File: src/rtl/fir_i2s_tx.sv
// Output stage behind the FIR filter: round/saturate to W bits, buffer in a
// small FIFO and transmit as a mono-duplicated I2S stream.
module fir_i2s_tx #(
    parameter int IN_WIDTH   = 32,
    parameter int OUT_WIDTH  = 16,
    parameter int SHIFT      = 15,
    parameter int BCLK_DIV   = 4,
    parameter int FIFO_DEPTH = 4
) (
    input  logic                          CLK,
    input  logic                          reset,
    input  logic [IN_WIDTH-1:0]           in_data,
    input  logic                          in_valid,
    output logic                          in_ready,
    output logic                          bclk,
    output logic                          lrclk,
    output logic                          sdata,
    output logic                          underrun,
    output logic [$clog2(FIFO_DEPTH):0]   fifo_level
);

    localparam int LW = $clog2(FIFO_DEPTH) + 1;
    localparam int PW = (FIFO_DEPTH > 1) ? $clog2(FIFO_DEPTH) : 1;
    localparam int DW = (BCLK_DIV > 1) ? $clog2(BCLK_DIV) : 1;
    localparam int BW = $clog2(2 * OUT_WIDTH);
    localparam int SW = 2 * OUT_WIDTH;

    localparam logic [IN_WIDTH:0]        HALF = (IN_WIDTH + 1)'(1) << (SHIFT - 1);
    localparam logic signed [IN_WIDTH:0] MAXV = $signed((IN_WIDTH + 1)'(2 ** (OUT_WIDTH - 1) - 1));
    localparam logic signed [IN_WIDTH:0] MINV = ~MAXV;

    logic signed [IN_WIDTH:0] sum, r;
    logic [OUT_WIDTH-1:0]     in_word, word;

    logic [OUT_WIDTH-1:0] mem_q [FIFO_DEPTH];
    logic [PW-1:0]        wr_ptr_q, wr_ptr_d, rd_ptr_q, rd_ptr_d;
    logic [LW-1:0]        level_q, level_d;
    logic                 full, empty, push, pop;

    logic [DW-1:0] div_q, div_d;
    logic [BW-1:0] bit_cnt_q, bit_cnt_d;
    logic [SW-1:0] shreg_q, shreg_d;
    logic          bclk_q, bclk_d, lrclk_q, lrclk_d, sdata_q, sdata_d, underrun_q, underrun_d;
    logic          div_wrap, fall, frame_load;

    // Requantize in IN_WIDTH+1 bits so the rounding offset can never overflow.
    always_comb begin
        sum = {in_data[IN_WIDTH-1], in_data} + HALF;
        r   = sum >>> SHIFT;
        if (r > MAXV)
            in_word = {1'b0, {(OUT_WIDTH-1){1'b1}}};
        else if (r < MINV)
            in_word = {1'b1, {(OUT_WIDTH-1){1'b0}}};
        else
            in_word = r[OUT_WIDTH-1:0];
    end

    always_comb begin
        full       = (level_q == LW'(FIFO_DEPTH));
        empty      = (level_q == '0);
        div_wrap   = (div_q == DW'(BCLK_DIV - 1));
        fall       = div_wrap & bclk_q;
        frame_load = fall & (bit_cnt_q == BW'(SW - 1));
        push       = in_valid & ~full;
        pop        = frame_load & ~empty;
        word       = pop ? mem_q[rd_ptr_q] : '0;

        wr_ptr_d = wr_ptr_q;
        rd_ptr_d = rd_ptr_q;
        if (push)
            wr_ptr_d = (wr_ptr_q == PW'(FIFO_DEPTH - 1)) ? '0 : wr_ptr_q + 1'b1;
        if (pop)
            rd_ptr_d = (rd_ptr_q == PW'(FIFO_DEPTH - 1)) ? '0 : rd_ptr_q + 1'b1;

        case ({push, pop})
            2'b10:   level_d = level_q + 1'b1;
            2'b01:   level_d = level_q - 1'b1;
            default: level_d = level_q;
        endcase

        div_d      = div_wrap ? '0 : div_q + 1'b1;
        bclk_d     = div_wrap ? ~bclk_q : bclk_q;
        bit_cnt_d  = bit_cnt_q;
        lrclk_d    = lrclk_q;
        sdata_d    = sdata_q;
        shreg_d    = shreg_q;
        underrun_d = frame_load & empty;
        // All serial outputs move together on the bclk falling edge.
        if (fall) begin
            bit_cnt_d = frame_load ? '0 : bit_cnt_q + 1'b1;
            lrclk_d   = (bit_cnt_d >= BW'(OUT_WIDTH));
            sdata_d   = shreg_q[SW-1];
            shreg_d   = frame_load ? {word, word} : shreg_q << 1;
        end
    end

    always_ff @(posedge CLK or negedge reset) begin
        if (!reset) begin
            wr_ptr_q   <= '0;
            rd_ptr_q   <= '0;
            level_q    <= '0;
            div_q      <= '0;
            bit_cnt_q  <= BW'(SW - 1);
            shreg_q    <= '0;
            bclk_q     <= 1'b0;
            lrclk_q    <= 1'b0;
            sdata_q    <= 1'b0;
            underrun_q <= 1'b0;
        end else begin
            wr_ptr_q   <= wr_ptr_d;
            rd_ptr_q   <= rd_ptr_d;
            level_q    <= level_d;
            div_q      <= div_d;
            bit_cnt_q  <= bit_cnt_d;
            shreg_q    <= shreg_d;
            bclk_q     <= bclk_d;
            lrclk_q    <= lrclk_d;
            sdata_q    <= sdata_d;
            underrun_q <= underrun_d;
        end
    end

    always_ff @(posedge CLK) begin
        if (push)
            mem_q[wr_ptr_q] <= in_word;
    end

    assign in_ready   = ~full;
    assign fifo_level = level_q;
    assign bclk       = bclk_q;
    assign lrclk      = lrclk_q;
    assign sdata      = sdata_q;
    assign underrun   = underrun_q;

endmodule
File: config.mk
export PLATFORM = sky130hd
export DESIGN_NAME = fir_i2s_tx
export DESIGN_NICKNAME = d
export VERILOG_FILES = /design/src/rtl/fir_i2s_tx.sv
export SDC_FILE = /design/constraint.sdc
export NUM_CORES = 1
export LEC_CHECK = 0
export CORE_ASPECT_RATIO = 1.75
export CORE_MARGIN = 3
export CORE_UTILIZATION = 55
export CTS_CLUSTER_DIAMETER = 40
export CTS_CLUSTER_SIZE = 14
export DETAILED_ROUTE_END_ITERATION = 8
export HOLD_SLACK_MARGIN = 0.12
export PLACE_DENSITY = 0.76
export SYNTH_ARGS = -nofsm -noshare
export SYNTH_HDL_FRONTEND = slang
export SYNTH_SLANG_ARGS = --single-unit
File: constraint.sdc
create_clock -name CLK -period 9.1 [get_ports CLK]
set_clock_uncertainty 0.2 [all_clocks]
set_input_delay 1.365 -clock CLK [delete_from_list [all_inputs] [get_ports CLK]]
set_output_delay 1.365 -clock CLK [all_outputs]
set_load 0.03 [all_outputs]
After elaboration in Yosys (flattened, before gate mapping)
Memories as Yosys holds them, arrays and structs flattened.
Index checks and enable logic that the tools add are counted.
{ "word_totals": {"reg_bits": 50, "latchBits": 0, "mem_bits_rw": 64, "romBits": 0, "in_bits": 35, "out_inout_bits": 8, "n_memories": 1} }
{ "memory_table": {"columns": ["memory", "words", "width", "rd", "rd_clocked_by_memory_dff", "write_ports", "line_no", "source"], "rows": [
  ["mem_q", 4, 16, 1, 0, 1, "35", "logic [OUT_WIDTH-1:0] mem_q [FIFO_DEPTH];"]
]} }
{ "op_classes": {"n_addsub": 7, "mul": 0, "div": 0, "magnitude_cmp": 3, "eq_ne": 7, "n_shift": 0, "n_mux": 11, "n_bitwise": 8, "n_reduce_logical": 2} }
{ "ops": {"columns": ["cell", "count"], "rows": [
  ["$mux W16", 3],
  ["$add A32 B16 Y33 const B", 1],
  ["$mux W32", 1],
  ["$gt A18 B16 Y1 const B", 1],
  ["$lt A18 B16 Y1 const B", 1],
  ["$eq A2 B2 Y1 const B", 4],
  ["$add A2 B1 Y2 const B", 3],
  ["$mux W2", 3],
  ["$pmux W3 S2", 1],
  ["$add A5 B1 Y5 const B", 1],
  ["$and A1 B1 Y1", 5],
  ["$eq A5 B5 Y1 const B", 1],
  ["$ge A5 B5 Y1 const B", 1],
  ["$mux W5", 1],
  ["$add A3 B1 Y3 const B", 1],
  ["$eq A3 B3 Y1 const B", 1],
  ["$logic_not A3 Y1", 1],
  ["$not A1 Y1", 3],
  ["$sub A3 B1 Y3 const B", 1],
  ["$eq A2 B1 Y1 const B", 1],
  ["$mux W1", 2],
  ["$reduce_bool A2 Y1", 1]
]} }

Logic depth before layout (Yosys ltp)
{ "depth": {"word_depth": 6, "mapped_depth": 13, "mapped_depth_nobuf": 10} }

Worst setup path before layout
OpenSTA, ideal clock, no wires.
{ "synth_timing": {"path_type": "in2reg", "startpoint": "in in_data[14]", "endpoint": "mem mem_q[0][14], data pin", "setup_time_ns": 0.296, "t_arrival_ns": 2.944, "path_slack_ns": 5.659, "path_stages": 6, "n_path_buf": 0, "cell_sequence": "ha_1 > nand3_1 > nor4_4 > a21boi_2 > o41ai_4 > o221ai_2"} }
{ "synth_via": {"elab_chain_len": 4} }
{ "synth_rtl": {"columns": ["element", "line_no", "source"], "rows": [
  ["start: declaration", "12", "input logic [IN_WIDTH-1:0] in_data,"],
  ["$add A32 B16 Y33 *", "48", "sum = {in_data[IN_WIDTH-1], in_data} + HALF;"],
  ["$lt A18 B16 Y1", "52", "else if (r < MINV)"],
  ["$mux W16", "52", null],
  ["$mux W16 *", "50", "if (r > MAXV)"],
  ["named net in_word[14]", "33", "logic [OUT_WIDTH-1:0] in_word, word;"],
  ["end: declaration", "35", null]
]} }
Mark *: on every way through the listed nets, which the timed path passes. The rest lies on a longest branch.

Final worst setup path
{ "layout_timing": {"startpoint": "in in_data[15]", "endpoint": "mem mem_q[1][4], data pin"} }
The elaborated chain is that of the path after synthesis.

==> flow_summary.toml <==
[outcome]
status = "complete, no violations"

[drt]
drc = 0
viasPerCell = 5.88
route.antenna.remaining_nets = 0
drt_wl_total_mm = 10.0
drt-initial-drc-count = 249
wl_per_cell_um = 17.6
num_vias = 3351
first_pass_iters = 5

[synth]
yosys.cell_types.count = 46
synth_fp_nets = 451
ys_seq_area_share_pct = 60.6
postSynthAreaPerCell_um2 = 12.9
synth_seq_cells = 114
ys.flop_type = "edfxtp_1"
synth-async-reset-ratio_pct = 43.9
yosys_warnings = 0
synth_edf_count = 64
netlist_area_mm2 = 0.00524
netlist_instances = 405

[final_layout]
drive_above_1_share_pct = 15.6
diodes = 0
syn_to_final_growth_pct = 19.1
most-common-layout-cells = "edfxtp_1 (64), a21oi_1 (54), dfrtp_1 (45)"
n_fill_cell = 639
regArea_mm2 = 0.00318
final_common_cell = "edfxtp_1"
nets = 483
multi_input_area_mm2 = 0.00197

[floorplan]
die_x_um = 79.8
placementRows = 46
start_util_pct = 57.3
coreArea_mm2 = 0.00915
pin_count = 43
die_h_um = 135
die_area_mm2 = 0.0108

[clocking]
clk_latency_ns = 0.41
cts_tree = "yes"
postCtsSetupBuffers = 0
clk_pin_slew_ns = 0.05
cts_max_level = 4
cts_max_path_buffers = 2
post_cts_resized = 0
cts.sinks = 114
cts_buffers = 17
root_buffer = "clkbuf_16"
ctsHoldBuffers = 0

[critical_path]
cp-start-kind = "input pin"
worstSetupPathType = "input pin to flop"
max_stage_delay_ns = 0.79
required_ns = 8.99
end_kind = "flop"
r2r_slack_ns = 5.20
critPathMaxFanout = 7
cp.arrival_ns = 3.99
critPathSlowestCell = "nor3_1"
crit_chain = "clkdlybuf4s50_1 -> ha_1 -> nand3_1 -> nor4_4 -> a21boi_2 -> nor3_1 -> a21oi_1"

[placement]
dpl.hpwl_mm = 6.62
port_buffers = 28
gp_congestion = 0.848

[global_routing]
grt_pass1_vias = 3482
grt_pass1_wl_mm = 17.0
grt_max_degree = 51
globalRouteOverflowTotal = 0
antenna_found_initial = 0
grt_usage_pct = 21.3

[sta]
rsz0062_at_grt = "no"
slew_viol_final = 0
slew_headroom_pct = 27.0
min_period_ns = 4.10
worstMarginPinSlew_ns = 1.10
fmax_mhz = 244
finalCritPeriodShare_pct = 45.1
finalSetupViolCount = 0
fin_setup_tns_ns = 0
hold_violations = 0

[worst_hold_path]
hold_class = "flop to flop"

[pwr]
leakagePower_nw = 2.37
cellPowerDensity_mw_per_mm2 = 246
vdd_ir_drop_max_v = 0.000157
finalPower_mw = 1.53

[run]
cap_violations = 0
==> synth_stat cells (2+ instances only) <==
master	instances	area, um^2
nor3_4	2	32.5
nand4_1	3	18.8
o21ai_1	3	15.0
a21oi_1	54	270
and3_1	7	43.8
inv_1	9	33.8
nor4_4	2	42.5
o211ai_1	4	30.0
dfrtp_1	45	1130
o21ai_0	5	25.0
nand2b_1	30	188
nand3_1	9	45.0
nand2_1	26	97.6
mux2_2	4	45.0
or4_4	2	22.5
nor4_1	2	12.5
and2_1	2	12.5
edfxtp_1	64	1920
dfstp_2	5	131
o41ai_1	4	35.0
nor3_1	6	30.0
xor2_1	8	70.1
nor2_1	39	146
xnor2_1	9	78.8
mux4_2	16	360
a22o_1	2	17.5
ha_1	10	125
buf_2	3	15.0
clkbuf_1	13	48.8
==> kinds of logic (layout without fill, tap and decap cells) <==
kind of cell | count (synthesis) | count (layout) | synth area share (%)
AND/OR/NAND/NOR | 136 | 136 | 14.4
flip-flops | 114 | 114 | 60.6
AO/OA/AOI/OAI | 81 | 81 | 9.55
buffers and inverters | 25 | 70 | 1.86
multiplexers | 21 | 21 | 7.92
XOR/XNOR | 17 | 17 | 2.84
adder cells (fa/ha/maj) | 11 | 11 | 2.77
==> report_power, final <==
group	total [mW]	leakage (nW)	switching, mW	internal, mW
sequential	0.652	1.25	0.0256	0.626
combinational	0.181	0.834	0.113	0.0684
clock	0.700	0.291	0.240	0.460
==> per-stage QoR <==
stage	instance area, um^2	worst slack [ns]	cells	utilization (%)	hold WS (ns)
5_1_grt	6240	4.72	570	68.2	0.250
4_1_cts	6240	4.98	570	68.2	0.248
6_report	6240	5.00	570	68.2	0.238
2_1_floorplan	5240	5.66	405	-	0.203
3_3_place_gp	5610	4.64	538	61.3	0.215
3_5_place_dp	5610	4.55	538	61.3	0.228
==> worst paths after layout <==
check                           endpoint    startpoint  cells after the start
max                          mem_q[1][4]   in_data[15]                      7
min                             div_q[0]      div_q[0]                      1
max reg2reg                fifo_level[2]  bit_cnt_q[0]                     10
min reg2reg                     div_q[0]      div_q[0]                      1
max in group asynchronous     shreg_q[5]         reset                      1
min in group asynchronous    shreg_q[12]         reset                      1
==> state kept, by name, summed over array words and instances (netlist names), 2 cells and up <==
name,count
bit_cnt_q,5
div_q,2
fifo_level,3
mem_q,64
rd_ptr_q,2
shreg_q,32
wr_ptr_q,2
==> worst max-delay path, delay by kind of cell <==
family / cells / cell delay [ns]
buffers and inverters: 1 / 0.55
AO/OA/AOI/OAI: 2 / 0.40
AND/OR/NAND/NOR: 3 / 1.36
adder cells (fa/ha/maj): 1 / 0.30
==> area by class of cell <==
type,instances,area share [%]
Multi-Input combinational cell,266,31.5
Timing Repair Buffer,29,4.53
Clock inverter,15,3.29
Inverter,9,0.541
Sequential cell,114,50.9
Clock buffer,17,6.81
Tap cell,120,2.41
==> routing by layer <==
| metal | vias to the layer above | share of wire (%) | global-route usage, % |
|---|---|---|---|
| met1 | 1688 | 37 | 22.7 |
| met3 | 20 | 3.5 | 6.52 |
| met5 | - | 0 | 0 |
| met2 | 83 | 57 | 38.0 |
| li1 | 1560 | - | - |
| met4 | 0 | 2.7 | 9.96 |
Power figures use the tool's default switching activity.
